### src/rtl/mem_port_arbiter_if.sv
// Native picorv32-style memory port: request fields travel from master to
// slave, the completion pulse and read data travel back.
interface mem_port_arbiter_if;
   logic        valid;
   logic        instr;
   logic [31:0] addr;
   logic [31:0] wdata;
   logic [3:0]  wstrb;
   logic        ready;
   logic [31:0] rdata;

   // The side that issues requests
   modport master (
      output valid, instr, addr, wdata, wstrb,
      input  ready, rdata
   );

   // The side that services requests
   modport slave (
      input  valid, instr, addr, wdata, wstrb,
      output ready, rdata
   );
endinterface

### src/rtl/mem_port_arbiter.sv
// Two-requester arbiter in front of a single native memory port.
// IDLE arbitrates, BUSY forwards the granted request until the memory answers,
// ERR returns an error word when the memory stays silent too long.
module mem_port_arbiter #(
   parameter int          PRIORITY  = 0,             // 0 = round-robin, 1 = m0 wins ties
   parameter int          TIMEOUT   = 16,            // BUSY cycles before ERR, 0 = never
   parameter logic [31:0] ERR_RDATA = 32'hDEADBEEF
) (
   input  logic               clk,
   input  logic               reset,
   mem_port_arbiter_if.slave  m0,
   mem_port_arbiter_if.slave  m1,
   mem_port_arbiter_if.master s,
   output logic               grant,
   output logic               busy,
   output logic               timeout_err
);

   localparam int CW = (TIMEOUT > 0) ? $clog2(TIMEOUT + 1) : 1;
   localparam logic [CW-1:0] WAIT_LAST = (TIMEOUT > 0) ? CW'(TIMEOUT - 1) : '0;

   typedef enum logic [1:0] {
      ST_IDLE = 2'd0,
      ST_BUSY = 2'd1,
      ST_ERR  = 2'd2
   } state_t;

   state_t        state_q, state_d;
   logic          grant_q, grant_d;
   logic          last_grant_q, last_grant_d;
   logic [CW-1:0] wait_cnt_q, wait_cnt_d;

   logic [1:0]    req;
   logic          win;
   logic          in_busy;
   logic          in_err;
   logic          done;
   logic [31:0]   resp_data;
   logic          sel_instr;
   logic [31:0]   sel_addr;
   logic [31:0]   sel_wdata;
   logic [3:0]    sel_wstrb;

   assign req     = {m1.valid, m0.valid};
   assign in_busy = (state_q == ST_BUSY);
   assign in_err  = (state_q == ST_ERR);

   // Pick the winner of the current IDLE cycle: a lone requester wins outright,
   // a tie goes to m0 (fixed) or to the requester not served last (round-robin)
   always_comb begin
      win = 1'b0;
      case (req)
         2'b10:   win = 1'b1;
         2'b11:   win = (PRIORITY == 1) ? 1'b0 : ~last_grant_q;
         default: win = 1'b0;
      endcase
   end

   // Next-state, grant and timeout counter
   always_comb begin
      state_d      = state_q;
      grant_d      = grant_q;
      last_grant_d = last_grant_q;
      wait_cnt_d   = wait_cnt_q;
      case (state_q)
         ST_IDLE: begin
            if (|req) begin
               grant_d    = win;
               wait_cnt_d = '0;
               state_d    = ST_BUSY;
            end
         end
         ST_BUSY: begin
            if (s.ready) begin
               last_grant_d = grant_q;
               state_d      = ST_IDLE;
            end else begin
               wait_cnt_d = wait_cnt_q + CW'(1);
               if ((TIMEOUT > 0) && (wait_cnt_q == WAIT_LAST)) begin
                  state_d = ST_ERR;
               end
            end
         end
         ST_ERR: begin
            last_grant_d = grant_q;
            state_d      = ST_IDLE;
         end
         default: begin
            state_d = ST_IDLE;
         end
      endcase
   end

   // State registers; last_grant starts at 1 so m0 takes the first tie
   always_ff @(posedge clk) begin
      if (reset) begin
         state_q      <= ST_IDLE;
         grant_q      <= 1'b0;
         last_grant_q <= 1'b1;
         wait_cnt_q   <= '0;
      end else begin
         state_q      <= state_d;
         grant_q      <= grant_d;
         last_grant_q <= last_grant_d;
         wait_cnt_q   <= wait_cnt_d;
      end
   end

   // Forward the granted request and route the response back to its owner.
   // A completion coinciding with reset is suppressed: the access is abandoned.
   always_comb begin
      sel_instr = grant_q ? m1.instr : m0.instr;
      sel_addr  = grant_q ? m1.addr  : m0.addr;
      sel_wdata = grant_q ? m1.wdata : m0.wdata;
      sel_wstrb = grant_q ? m1.wstrb : m0.wstrb;

      s.valid = in_busy;
      s.instr = in_busy ? sel_instr : 1'b0;
      s.addr  = in_busy ? sel_addr  : 32'd0;
      s.wdata = in_busy ? sel_wdata : 32'd0;
      s.wstrb = in_busy ? sel_wstrb : 4'd0;

      done      = ~reset & ((in_busy & s.ready) | in_err);
      resp_data = in_err ? ERR_RDATA : s.rdata;

      m0.ready = done & ~grant_q;
      m1.ready = done &  grant_q;
      m0.rdata = (done & ~grant_q) ? resp_data : 32'd0;
      m1.rdata = (done &  grant_q) ? resp_data : 32'd0;
   end

   assign grant       = grant_q;
   assign busy        = (state_q != ST_IDLE);
   assign timeout_err = in_err & ~reset;

endmodule

### src/flat_wrapper.sv
// flat-port wrapper written by rule: the top's interface ports become plain ports
module mem_port_arbiter_flat 
#(
   parameter int          PRIORITY  = 0,                                                 
   parameter int          TIMEOUT   = 16,                                                
   parameter logic [31:0] ERR_RDATA = 32'hDEADBEEF
)
  (clk, reset, grant, busy, timeout_err, m0_valid, m0_instr, m0_addr, m0_wdata, m0_wstrb, m0_ready, m0_rdata, m1_valid, m1_instr, m1_addr, m1_wdata, m1_wstrb, m1_ready, m1_rdata, s_valid, s_instr, s_addr, s_wdata, s_wstrb, s_ready, s_rdata);
  mem_port_arbiter_if m0_i ();
  mem_port_arbiter_if m1_i ();
  mem_port_arbiter_if s_i ();
  input  logic clk;
  input  logic reset;
  output logic grant;
  output logic busy;
  output logic timeout_err;
  input wire logic [$bits(m0_i.valid)-1:0] m0_valid;
  input wire logic [$bits(m0_i.instr)-1:0] m0_instr;
  input wire logic [$bits(m0_i.addr)-1:0] m0_addr;
  input wire logic [$bits(m0_i.wdata)-1:0] m0_wdata;
  input wire logic [$bits(m0_i.wstrb)-1:0] m0_wstrb;
  output wire logic [$bits(m0_i.ready)-1:0] m0_ready;
  output wire logic [$bits(m0_i.rdata)-1:0] m0_rdata;
  input wire logic [$bits(m1_i.valid)-1:0] m1_valid;
  input wire logic [$bits(m1_i.instr)-1:0] m1_instr;
  input wire logic [$bits(m1_i.addr)-1:0] m1_addr;
  input wire logic [$bits(m1_i.wdata)-1:0] m1_wdata;
  input wire logic [$bits(m1_i.wstrb)-1:0] m1_wstrb;
  output wire logic [$bits(m1_i.ready)-1:0] m1_ready;
  output wire logic [$bits(m1_i.rdata)-1:0] m1_rdata;
  output wire logic [$bits(s_i.valid)-1:0] s_valid;
  output wire logic [$bits(s_i.instr)-1:0] s_instr;
  output wire logic [$bits(s_i.addr)-1:0] s_addr;
  output wire logic [$bits(s_i.wdata)-1:0] s_wdata;
  output wire logic [$bits(s_i.wstrb)-1:0] s_wstrb;
  input wire logic [$bits(s_i.ready)-1:0] s_ready;
  input wire logic [$bits(s_i.rdata)-1:0] s_rdata;
  assign m0_i.valid = m0_valid;
  assign m0_i.instr = m0_instr;
  assign m0_i.addr = m0_addr;
  assign m0_i.wdata = m0_wdata;
  assign m0_i.wstrb = m0_wstrb;
  assign m0_ready = m0_i.ready;
  assign m0_rdata = m0_i.rdata;
  assign m1_i.valid = m1_valid;
  assign m1_i.instr = m1_instr;
  assign m1_i.addr = m1_addr;
  assign m1_i.wdata = m1_wdata;
  assign m1_i.wstrb = m1_wstrb;
  assign m1_ready = m1_i.ready;
  assign m1_rdata = m1_i.rdata;
  assign s_valid = s_i.valid;
  assign s_instr = s_i.instr;
  assign s_addr = s_i.addr;
  assign s_wdata = s_i.wdata;
  assign s_wstrb = s_i.wstrb;
  assign s_i.ready = s_ready;
  assign s_i.rdata = s_rdata;
  mem_port_arbiter #(.PRIORITY(PRIORITY), .TIMEOUT(TIMEOUT), .ERR_RDATA(ERR_RDATA)) u_core (.clk(clk), .reset(reset), .m0(m0_i), .m1(m1_i), .s(s_i), .grant(grant), .busy(busy), .timeout_err(timeout_err));
endmodule
### config.mk
export PLATFORM = sky130hd
export DESIGN_NAME = mem_port_arbiter_flat
export DESIGN_NICKNAME = d
export VERILOG_FILES = /design/src/rtl/mem_port_arbiter_if.sv /design/src/rtl/mem_port_arbiter.sv /design/src/flat_wrapper.sv
export SDC_FILE = /design/constraint.sdc
export NUM_CORES = 1
export LEC_CHECK = 0
export BUFFER_PORTS_ARGS = -buffer_cell sky130_fd_sc_hd__buf_4
export CAP_MARGIN = 20
export CORE_AREA = 10 10 114 116
export CTS_CLUSTER_SIZE = 14
export DETAILED_ROUTE_END_ITERATION = 10
export DIE_AREA = 0 0 124 126
export PLACE_DENSITY = 0.56
export SETUP_SLACK_MARGIN = 0.2
export SKIP_LAST_GASP = 1
export SLEW_MARGIN = 20
export SYNTH_ARGS = -nofsm -noshare
export SYNTH_HDL_FRONTEND = slang
export SYNTH_SLANG_ARGS = --single-unit
### constraint.sdc
create_clock -name clk -period 1.75 [get_ports clk]
set_input_delay 0.2625 -clock clk [delete_from_list [all_inputs] [get_ports clk]]
set_output_delay 0.2625 -clock clk [all_outputs]
set_load 0.01 [all_outputs]
Yosys cells after proc, flatten, opt, wreduce, memory -nomap -nowiden
Cells that the tools add are included.
{"block": "op_classes", "add_sub_neg": 1, "eq_ne": 9, "mux": 21, "bitwise": 9, "n_reduce_logical": 9}
{"op": "32-bit two-way mux", "count": 7}
{"op": "5-bit two-way mux", "count": 2}
{"op": "5-bit case mux with 2 select lines", "count": 1}
{"op": "4-bit two-way mux", "count": 2}
{"op": "2-bit equality test, second input constant", "count": 3}
{"op": "2-bit two-way mux", "count": 3}
{"op": "2-bit AND reduction", "count": 3}
{"op": "2-bit nonzero test", "count": 3}
{"op": "5-bit by 1-bit adder with 5-bit output, second input constant", "count": 1}
{"op": "1-bit bitwise AND", "count": 5}
{"op": "5-bit by 4-bit equality test with 1-bit output, second input constant", "count": 1}
{"op": "2-bit != test, second input constant", "count": 2}
{"op": "1-bit case mux with 2 select lines", "count": 2}
{"op": "2-bit case mux with 2 select lines", "count": 1}
{"op": "1-bit two-way mux", "count": 3}
{"op": "3-bit != test, second input constant", "count": 1}
{"op": "1-bit NOT", "count": 3}
{"op": "3-bit AND reduction", "count": 1}
{"op": "2-bit by 1-bit equality test with 1-bit output, second input constant", "count": 1}
{"op": "2-bit logical NOT", "count": 1}
{"op": "2-bit by 1-bit != test with 1-bit output, second input constant", "count": 1}
{"op": "2-bit OR reduction", "count": 1}
{"op": "1-bit OR", "count": 1}
{"block": "totals", "register_bits": 9, "in_bits": 175, "output_inout_bits": 139, "wordCells": 53}

Depth between registers and ports, before layout
Gate-level depths: netlist (run 1).
{"block": "depth", "depth_word": 6, "depth_mapped": 6, "depth_no_buf": 5}

Worst setup path before layout (run 1)
OpenSTA, ideal clock, no wires.
{"block": "synth_timing", "kind": "register -> register", "startpoint": "register u_core.wait_cnt_q[0]", "endpoint": "register u_core.wait_cnt_q[4]", "setup_ns": 0.070, "arrival_ns": 1.580, "required_ns": 1.680, "slack_ns": 0.100, "stages_incl_launch_ff": 6, "n_path_buf": 0, "synth_period_minus_slack_ns": 1.650, "cell_sequence": "dfxtp_1 ha_1 and3_1 ha_1 or4_1 a21oi_1"}
{"block": "synth_between", "elab_chain_cells": 3}
{"item": "start, declared", "line_no": "mem_port_arbiter.sv:31", "source": "logic [CW-1:0] wait_cnt_q, wait_cnt_d;"}
{"item": "start signal, assigned", "line_no": "mem_port_arbiter.sv:105", "source": "wait_cnt_q <= wait_cnt_d;"}
{"item": "5-bit by 1-bit adder with 5-bit output", "line_no": "mem_port_arbiter.sv:78", "source": "wait_cnt_d = wait_cnt_q + CW'(1);"}
{"item": "5-bit two-way mux", "line_no": "mem_port_arbiter.sv:74", "source": "if (s.ready) begin"}
{"item": "5-bit case mux with 2 select lines", "line_no": "mem_port_arbiter.sv:65", "source": "case (state_q)"}
Every way passes these cells. The select of a mux whose other input is x is not followed.
A chain may end at the register's enable or synchronous reset.

Worst setup path after layout (run 1)
{"block": "layout_timing", "startpoint": "register u_core.state_q[1]", "endpoint": "output port m1_rdata[7]"}
{"block": "layout_between", "elab_chain_cells": 6, "elab_cells_between_ends": 8, "classes_between": "2 x eq/ne; 2 x mux; 4 x bitwise"}
{"item": "start, declared", "line_no": "mem_port_arbiter.sv:28", "source": "state_t state_q, state_d;"}
{"item": "start signal, assigned", "line_no": "mem_port_arbiter.sv:102", "source": "state_q <= state_d;"}
{"item": "2-bit by 1-bit equality test with 1-bit output", "line_no": "mem_port_arbiter.sv:45", "source": "assign in_busy = (state_q == ST_BUSY);"}
{"item": "1-bit bitwise AND", "line_no": "mem_port_arbiter.sv:123", "source": "done = ~reset & ((in_busy & s.ready) | in_err);"}
{"item": "1-bit OR", "line_no": "mem_port_arbiter.sv:123"}
{"item": "1-bit bitwise AND", "line_no": "mem_port_arbiter.sv:123"}
{"item": "1-bit bitwise AND", "line_no": "mem_port_arbiter.sv:129", "source": "m1.rdata = (done & grant_q) ? resp_data : 32'd0;"}
{"item": "32-bit two-way mux *", "line_no": "mem_port_arbiter.sv:129"}
{"item": "end, declared", "line_no": "flat_wrapper.sv:30", "source": "output wire logic [$bits(m1_i.rdata)-1:0] m1_rdata;"}
Mark *: on every way between the ends. The rest lies on a longest branch, timed or not.

==> impl_metrics.env, run 1 <==
export IMPL_status="complete, but fails checks"
export IMPL_violations="negative setup slack"
export IMPL_syn_inst=320
export IMPL_worstPathArrival_ns=1.59
export IMPL_relSlewSlack=0.656
export IMPL_endpoint_kind="output pin"
export IMPL_max_stage_delay_ns=0.35
export IMPL_critPathLaunchType="register"
export IMPL_min_period_ns=1.85
export IMPL_p_per_area_nw_per_um2=320
export IMPL_finalCritPeriodShare=1.06
export IMPL_fmax_mhz=541
export IMPL_fill_cells=1002
export IMPL_rsz0062_at_grt="yes"
export IMPL_clock_path_buffers=2
export IMPL_synth_area_leaders="mux2i_1 35%, nor2_1 31%, dfxtp_1 9.3%"
export IMPL_cp_cell_sequence="buf_6 -> and3b_2 -> o211ai_4 -> buf_4 -> buf_12 -> nor2_1 -> buf_4"
export IMPL_report_final_slew_viol_count=0
export IMPL_grt_pass1_vias=3621
export IMPL_p_leak_nw=2.61
export IMPL_place_ws_ns=0.107
export IMPL_overflow=0
export IMPL_core_area_sq_um=10700
export IMPL_cts_tree="done"
export IMPL_hold_class="input port to register"
export IMPL_worst_slew_pin_slew_ns=0.510
export IMPL_clkTransAtPathRegs_ns=0.04
export IMPL_port_buffers=313
export IMPL_grt_pass1_wl_um=20500
export IMPL_cts_buffers=3
export IMPL_drive_gt1_frac=0.692
export IMPL_syn_to_final_growth_pct=181
export IMPL_ys_ff_latch=9
export IMPL_fin_util=0.511
export IMPL_crit_top_cell="buf_4"
export IMPL_regToRegSetupSlack_ns=0.04
export IMPL_synth_edff_count=0
export IMPL_synth_distinct_cells=35
export IMPL_path_max_fanout=17
export IMPL_path_class="register to output pin"
export IMPL_clock_latency_ns=0.24
export IMPL_h_tree_depth=1
export IMPL_drtPass1Iterations=4
export IMPL_wl_um=14600
export IMPL_synth_top_area_share=0.355
export IMPL_ioPinCount=314
export IMPL_async_reset_ff_frac=0
export IMPL_grt_max_degree=34
export IMPL_dieArea_sq_um=15600
export IMPL_worstPathRequired_ns=1.49
export IMPL_synthFlopType="dfxtp_1"
export IMPL_slowest_stage="dfxtp_4"
export IMPL_fin_skew_ns=0.000882
export IMPL_ys_seq_area_frac=0.0925
export IMPL_maxCapViolations=0
export IMPL_final_nets=817
export IMPL_hold_viol_final=0
export IMPL_worst_slack_ns=-0.100
export IMPL_hpwl_um=11900
export IMPL_cts_root_buf="clkbuf_8"
export IMPL_initial_core_util=0.182
export IMPL_vias=3412
export IMPL_wl_per_cell_um=18.8
export IMPL_synth_largest_area_cell="mux2i_1"
export IMPL_synth_area_per_cell_sq_um=6.08
export IMPL_grt_usage=0.164
export IMPL_setup_violations=94
export IMPL_rows=38
export IMPL_ant_nets=0
export IMPL_synth_area_sq_um=1950
export IMPL_globalplace_congestion=0.893
export IMPL_antenna_found_initial=0
export IMPL_drtIter0Drc=61
export IMPL_clock_sinks=9
export IMPL_ir_worst_vdd_mv=0.166
export IMPL_die_y_um=126
export IMPL_die_x_um=124
export IMPL_drt_vias_per_instance=4.38
export IMPL_synth_nets=497
export IMPL_drc=0
export IMPL_diodes=0
export IMPL_ys_warn_count=0
export IMPL_cts_hold_buffers=0
[what timing repair did]
| item | CTS | global route |
|---|---|---|
| setup endpoints to repair | 137 | 139 |
| pin swaps | 2 | 23 |
| setup buffers | 9 | 1 |
| gates resized for setup | 68 | 86 |
| cloned | 5 | 3 |
[area by class of cell]
type,instances,area [sq um],share of cell area
Timing Repair Buffer,343,2990,0.547
Multi-Input combinational cell,276,2030,0.372
Sequential cell,9,190,0.0348
Tap cell,140,175,0.0321
Clock buffer,4,45.0,0.00825
Inverter,7,28.8,0.00527
[Yosys cell counts, drive strengths merged, types with 2 or more instances]
library cell  number
nor2             160
and3               2
clkbuf            12
o21ai              6
buf               16
nand2b             2
ha                 2
o31ai              2
nand2              9
dfxtp              9
or4                3
inv                7
a21oi              6
nor3               2
mux2i             69
[power breakdown]
| part | internal [W] | leakage, nW | switching (W) |
|---|---|---|---|
| Clock | 0.000159 | 0.0228 | 0.0000878 |
| Combinational | 0.000722 | 2.51 | 0.000553 |
| Sequential | 0.000211 | 0.0754 | 0.0000133 |
| Total | 0.00109 | 2.61 | 0.000654 |
[worst max-delay path, delay by kind of cell (launching register included)]
kind                   cells  cell delay, ns
buffers and inverters      4            0.53
AOI/OAI and AO/OA          1            0.17
DFF                        1            0.35
and+or+nand+nor            2            0.28
[metal layers]
metal | vias up | global-route usage | wire length, um | share of wire
li1 | 1684 | - | - | -
met1 | 1529 | 0.158 | 4800 | 0.33
met2 | 192 | 0.325 | 7980 | 0.55
met3 | 7 | 0.0550 | 1730 | 0.12
met4 | 0 | 0.0298 | 91 | 0.0062
met5 | - | 0 | 0 | 0
[state kept, by name (all words and copies together) (netlist names)]
signal and cells:
u_core.grant 1, u_core.last_grant_q 1, u_core.state_q 2, u_core.wait_cnt_q 5
[cells in the final DEF (no fill, tap or decap), types with 5 or more instances in the layout]
cell     count
dfxtp_1      5
buf_12       9
buf_6       40
nand2_1      9
nor2_1      82
inv_1        5
nor2_2      39
buf_16       5
mux2i_1     68
nor2_4      39
buf_4      286
o21ai_0      5
[metrics by stage]
| stage | instance area, sq um | power [W] | TNS, ns | cells | hold slack, ns |
|---|---|---|---|---|---|
| 2_1_floorplan | 2010 | 0.000641 | 0 | 320 | 0.332 |
| 3_3_place_gp | 4570 | 0.00126 | 0 | 757 | 0.467 |
| 3_5_place_dp | 4570 | 0.00127 | 0 | 757 | 0.479 |
| 4_1_cts | 5060 | 0.00164 | -5.02 | 775 | 0.244 |
| 5_1_grt | 5460 | 0.00185 | -12.50 | 779 | 0.263 |
| 6_report | 5460 | 0.00175 | -5.41 | 779 | 0.246 |
[logic make-up (layout without fill, tap and decap cells)]
logic type / Yosys count / count (layout) / share of synthesized area
AO/OA/AOI/OAI: 18 / 18 / 0.0572
XOR/XNOR: 1 / 1 / 0.00450
adder cells (fa/ha/maj): 2 / 2 / 0.0129
buffers and inverters: 35 / 354 / 0.0848
flip-flops: 9 / 9 / 0.0925
multiplexers: 69 / 69 / 0.355
AND/OR/NAND/NOR: 186 / 186 / 0.393
[path summary, 6_finish.rpt]
| kind | from | cells after the start | end |
|---|---|---|---|
| worst max-delay path | u_core.state_q[1] | 7 | m1_rdata[7] |
| worst min-delay path | reset | 2 | u_core.grant |
| worst max register to register | u_core.state_q[1] | 6 | u_core.wait_cnt_q[4] |
| worst min register to register | u_core.wait_cnt_q[4] | 2 | u_core.wait_cnt_q[4] |
No activity file was read; power rests on OpenSTA's default activity.
==> inputs of run 2 (changes only) <==
--- a/config.mk
+++ b/config.mk
@@ -18,3 +18,4 @@
 export SYNTH_ARGS = -nofsm -noshare
 export SYNTH_HDL_FRONTEND = slang
 export SYNTH_SLANG_ARGS = --single-unit
+export TNS_END_PERCENT = 50
==> impl_metrics.env, run 2 (synthesized netlist as in run 1, its figures left out) <==
export IMPL_min_period_ns=1.85
export IMPL_place_ws_ns=0.107
export IMPL_clock_sinks=9
export IMPL_holdWs_ns=0.248
export IMPL_worstHoldStart="reset"
export IMPL_report_final_slew_viol_count=0
export IMPL_worstPathRequired_ns=1.49
export IMPL_maxCapViolations=0
export IMPL_worstPathArrival_ns=1.59
export IMPL_drtIter0Drc=67
export IMPL_timing_setup_tns_ns=-3.81
export IMPL_clkTransAtPathRegs_ns=0.04
export IMPL_final_cell_mix="309 x buf_4, 110 x nor2_1, 69 x mux2i_1"
export IMPL_top_register="u_core.wait_cnt_q"
export IMPL_wl_um=14200
export IMPL_hpwl_um=11900
export IMPL_die_x_um=124
export IMPL_final_nets=811
export IMPL_globalplace_congestion=0.893
export IMPL_port_buffers=313
export IMPL_setup_violations=79
export IMPL_grt_usage=0.160
export IMPL_slowest_stage="dfxtp_4"
export IMPL_die_y_um=126
export IMPL_hold_class="input port to register"
export IMPL_overflow=0
export IMPL_top_regs="u_core.wait_cnt_q x5, u_core.state_q x2"
export IMPL_p_per_area_nw_per_um2=313
export IMPL_finalPower_w=0.00157
export IMPL_layout_commonest_cell="buf_4"
export IMPL_clock_path_buffers=2
export IMPL_grt_pass1_vias=3530
export IMPL_cts_root_buf="clkbuf_8"
export IMPL_worst_slew_pin_slew_ns=0.436
export IMPL_grt_pass1_wl_um=20000
export IMPL_hold_viol_final=0
export IMPL_endpoint_kind="output pin"
export IMPL_clock_latency_ns=0.24
export IMPL_violations="negative setup slack"
export IMPL_max_stage_delay_ns=0.35
export IMPL_relSlewSlack=0.707
export IMPL_grt_max_degree=34
export IMPL_ant_nets=0
export IMPL_drive_gt1_frac=0.635
export IMPL_r2r_start="u_core.state_q[1]"
export IMPL_drtPass1Iterations=4
export IMPL_cts_hold_buffers=0
export IMPL_largest_reg_flops=5
export IMPL_crit_top_cell="buf_4"
export IMPL_rows=38
export IMPL_critPathLaunchType="register"
export IMPL_diodes=0
export IMPL_fin_skew_ns=0.00125
export IMPL_fmax_mhz=541
export IMPL_ir_worst_vdd_mv=0.166
export IMPL_antenna_found_initial=0
export IMPL_cts_tree="done"
export IMPL_syn_to_final_growth_pct=157
export IMPL_cts_buffers=3
export IMPL_p_leak_nw=2.49
export IMPL_vias=3347
export IMPL_dieArea_sq_um=15600
export IMPL_finalCritPeriodShare=1.06
export IMPL_ioPinCount=314
export IMPL_crit_start="u_core.state_q[1]"
export IMPL_worst_slack_ns=-0.0997
export IMPL_cp_cell_sequence="buf_6 -> and3b_2 -> o211ai_4 -> buf_4 -> buf_12 -> nor2_1 -> buf_4"
export IMPL_status="complete, but fails checks"
export IMPL_wl_per_cell_um=18.4
export IMPL_h_tree_depth=1
export IMPL_path_class="register to output pin"
export IMPL_initial_core_util=0.182
export IMPL_drc=0
export IMPL_core_area_sq_um=10700
export IMPL_path_max_fanout=17
export IMPL_rsz0062_at_grt="yes"
export IMPL_drt_vias_per_instance=4.33
[run 2: cell types whose count changed in the layout (fill, tap and decap cells not counted), sizes merged]
cell    previous run  this run
buf              340       337
clkbuf             7         4
[run 2: worst paths after layout]
kind | to | slack [ns] | cells after the start
min reg2reg | u_core.wait_cnt_q[3] | 0.48 | 2
max reg2reg | u_core.wait_cnt_q[4] | 0.02 | 6
max | m1_rdata[7] | -0.1 | 7
min | u_core.grant | 0.25 | 2
[run 2: critical path, delay by kind of cell, from the launching register on]
kind	cells	cell delay (ns)
buffers and inverters	4	0.53
flip-flops	1	0.35
AND/OR/NAND/NOR	2	0.28
AO/OA/AOI/OAI	1	0.17
[run 2: cell type report]
class / count / area (sq um)
repair buffers: 337 / 2760
multi-input cells: 276 / 1810
fillers: 1051 / 5690
clock buffers: 4 / 45.0
well taps: 140 / 175
flip-flops and latches: 9 / 190
inverters: 7 / 28.8
[run 2: repair_timing]
action,CTS,global route
gates cloned,4,0
buffers inserted,8,0
pin swaps,1,0
setup endpoints to repair,137,139
gates resized for setup,35,36
[run 2: per-layer routing]
layer,wire length [um],part of all wire,track usage,up-vias
li1,-,-,-,1672
met1,4630,0.33,0.152,1470
met2,7610,0.54,0.315,196
met3,1830,0.13,0.0608,9
met4,120,0.0085,0.0332,0
met5,0,0,0,-
[run 2: power breakdown]
part           total (W)  internal, W  switching, W
registers       0.000224     0.000211     0.0000132
logic            0.00110     0.000625      0.000475
clock network   0.000247     0.000159     0.0000881
[run 2: per-stage QoR]
| step | util | instance area (sq um) | instances |
|---|---|---|---|
| finish | 0.469 | 5010 | 773 |
| global route | 0.469 | 5010 | 773 |
| CTS | 0.459 | 4910 | 773 |
| detailed placement | 0.427 | 4570 | 757 |
| global placement | 0.427 | 4570 | 757 |
| floorplan | - | 2010 | 320 |
==> inputs of run 3 (changes only) <==
--- a/config.mk
+++ b/config.mk
@@ -6,12 +6,11 @@
 export NUM_CORES = 1
 export LEC_CHECK = 0
 export BUFFER_PORTS_ARGS = -buffer_cell sky130_fd_sc_hd__buf_4
-export CAP_MARGIN = 20
 export CORE_AREA = 10 10 114 116
 export CTS_CLUSTER_SIZE = 14
 export DETAILED_ROUTE_END_ITERATION = 10
 export DIE_AREA = 0 0 124 126
-export PLACE_DENSITY = 0.56
+export PLACE_DENSITY = 0.54
 export SETUP_SLACK_MARGIN = 0.2
 export SKIP_LAST_GASP = 1
 export SLEW_MARGIN = 20
==> constraint.sdc (replaced) <==
create_clock -name clk -period 2.1 [get_ports clk]
set_input_delay 0.315 -clock clk [delete_from_list [all_inputs] [get_ports clk]]
set_output_delay 0.315 -clock clk [all_outputs]
set_load 0.01 [all_outputs]
==> impl_metrics.env, run 3 (synthesized netlist as in run 1, its figures left out) <==
export IMPL_status="completed"
export IMPL_hold_path_end="u_core.wait_cnt_q[4]"
export IMPL_initial_core_util=0.182
export IMPL_grt_usage=0.159
export IMPL_clkTransAtPathRegs_ns=0.05
export IMPL_dieArea_sq_um=15600
export IMPL_rows=38
export IMPL_cts_root_buf="clkbuf_8"
export IMPL_syn_to_final_growth_pct=140
export IMPL_drtPass1Iterations=4
export IMPL_p_leak_nw=2.43
export IMPL_hold_depth=2
export IMPL_relSlewSlack=0.702
export IMPL_worstHoldStart="reset"
export IMPL_grt_pass1_wl_um=19600
export IMPL_path_max_fanout=17
export IMPL_core_area_sq_um=10700
export IMPL_port_buffers=313
export IMPL_r2r_start="u_core.wait_cnt_q[0]"
export IMPL_hold_viol_final=0
export IMPL_clock_sinks=9
export IMPL_hpwl_um=12300
export IMPL_fin_area_sq_um=4660
export IMPL_finalCritPeriodShare=0.897
export IMPL_layout_commonest_cell="buf_4"
export IMPL_fmax_mhz=531
export IMPL_holdWs_ns=0.311
export IMPL_fin_skew_ns=0.00161
export IMPL_h_tree_depth=1
export IMPL_crit_top_cell="buf_4"
export IMPL_p_per_area_nw_per_um2=267
export IMPL_cts_hold_buffers=0
export IMPL_clock_path_buffers=2
export IMPL_top_regs="u_core.wait_cnt_q x5, u_core.state_q x2"
export IMPL_grt_max_degree=38
export IMPL_clock_latency_ns=0.23
export IMPL_hold_class="input port to register"
export IMPL_regToRegSetupSlack_ns=0.37
export IMPL_post_place_cells=756
export IMPL_timing_setup_tns_ns=0
export IMPL_slowest_stage="dfxtp_4"
export IMPL_min_period_ns=1.88
export IMPL_path_class="register to output pin"
export IMPL_cts_buffers=3
export IMPL_report_final_slew_viol_count=0
export IMPL_max_stage_delay_ns=0.54
export IMPL_worstPathRequired_ns=1.78
export IMPL_globalplace_congestion=0.878
export IMPL_wl_um=14300
export IMPL_endpoint_kind="output pin"
export IMPL_drc=0
export IMPL_fin_cells=767
export IMPL_ant_nets=0
export IMPL_worst_slew_pin_slew_ns=0.444
export IMPL_r2r_cells=5
export IMPL_fill_cells=1089
export IMPL_critPathLaunchType="register"
export IMPL_grt_pass1_vias=3292
export IMPL_antenna_found_initial=0
export IMPL_place_area_sq_um=4430
export IMPL_worstPathArrival_ns=1.57
export IMPL_ir_worst_vdd_mv=0.149
export IMPL_drtIter0Drc=86
export IMPL_drive_gt1_frac=0.569
export IMPL_cts_tree="done"
export IMPL_overflow=0
export IMPL_setup_violations=0
export IMPL_ioPinCount=314
export IMPL_rsz0062_at_grt="yes"
export IMPL_fin_util=0.436
export IMPL_vias=3315
export IMPL_die_y_um=126
export IMPL_final_cell_mix="320 x buf_4, 147 x nor2_1, 69 x mux2i_1"
export IMPL_cp_cell_sequence="buf_4 -> mux2i_1 -> nor2_1 -> buf_4"
export IMPL_top_register="u_core.wait_cnt_q"
export IMPL_die_x_um=124
export IMPL_rr_endpoint="u_core.wait_cnt_q[4]"
export IMPL_drt_vias_per_instance=4.32
export IMPL_diodes=0
export IMPL_wl_per_cell_um=18.6
export IMPL_largest_reg_flops=5
export IMPL_final_nets=805
export IMPL_maxCapViolations=0
## run 3: worst max-delay path: cells and delay by family, from the launching register on
kind	cells	cell delay, ns
AND/OR/NAND/NOR	1	0.09
multiplexers	1	0.30
buffers and inverters	2	0.41
flip-flops	1	0.54
## run 3: stage by stage
step                      setup slack (ns)  total power [W]
final                                0.216          0.00124
after global routing                 0.135          0.00133
after CTS                            0.207          0.00125
after detailed placement             0.289          0.00104
after global placement               0.323          0.00103
after floorplan                      0.450         0.000525
## run 3: worst max path at each step
stage / slack (ns) / depth (start not counted) / startpoint / to
finish: 0.22 / 4 / u_core.grant / s_addr[3]
global route: 0.13 / 4 / u_core.grant / s_addr[3]
CTS: 0.21 / 4 / u_core.grant / s_addr[13]
detailed placement: 0.29 / 5 / u_core.state_q[0] / m0_rdata[12]
global placement: 0.32 / 5 / u_core.state_q[1] / m0_rdata[12]
floorplan: 0.45 / 5 / u_core.wait_cnt_q[0] / u_core.wait_cnt_q[4]
## run 3: repair_timing
action | 4_1_cts | 5_1_grt
setup buffers | 0 | 5
pin swaps | 0 | 3
gates cloned | 0 | 2
resized for setup | 9 | 25
endpoints found under the setup margin | 65 | 94
## run 3: per-layer routing
metal	vias to the layer above	track usage	part of all wire
met1	1442	0.158	0.33
met5	-	0	0
li1	1662	-	-
met4	0	0.0352	0.016
met3	14	0.0697	0.13
met2	197	0.295	0.52
## run 3: power breakdown
group	internal (W)	switching, W	total (W)	leakage (nW)
sequential	0.000175	0.0000147	0.000190	0.0752
combinational	0.000486	0.000364	0.000851	2.33
clock	0.000132	0.0000705	0.000203	0.0228
total	0.000794	0.000450	0.00124	2.43
## run 3: area by class of cell
class	count	area, sq um	area share
Sequential cell	9	191	0.0411
Inverter	7	26.3	0.00563
Multi-Input combinational cell	276	1660	0.356
Clock buffer	4	45.0	0.00966
Timing Repair Buffer	331	2560	0.550
Tap cell	140	175	0.0376
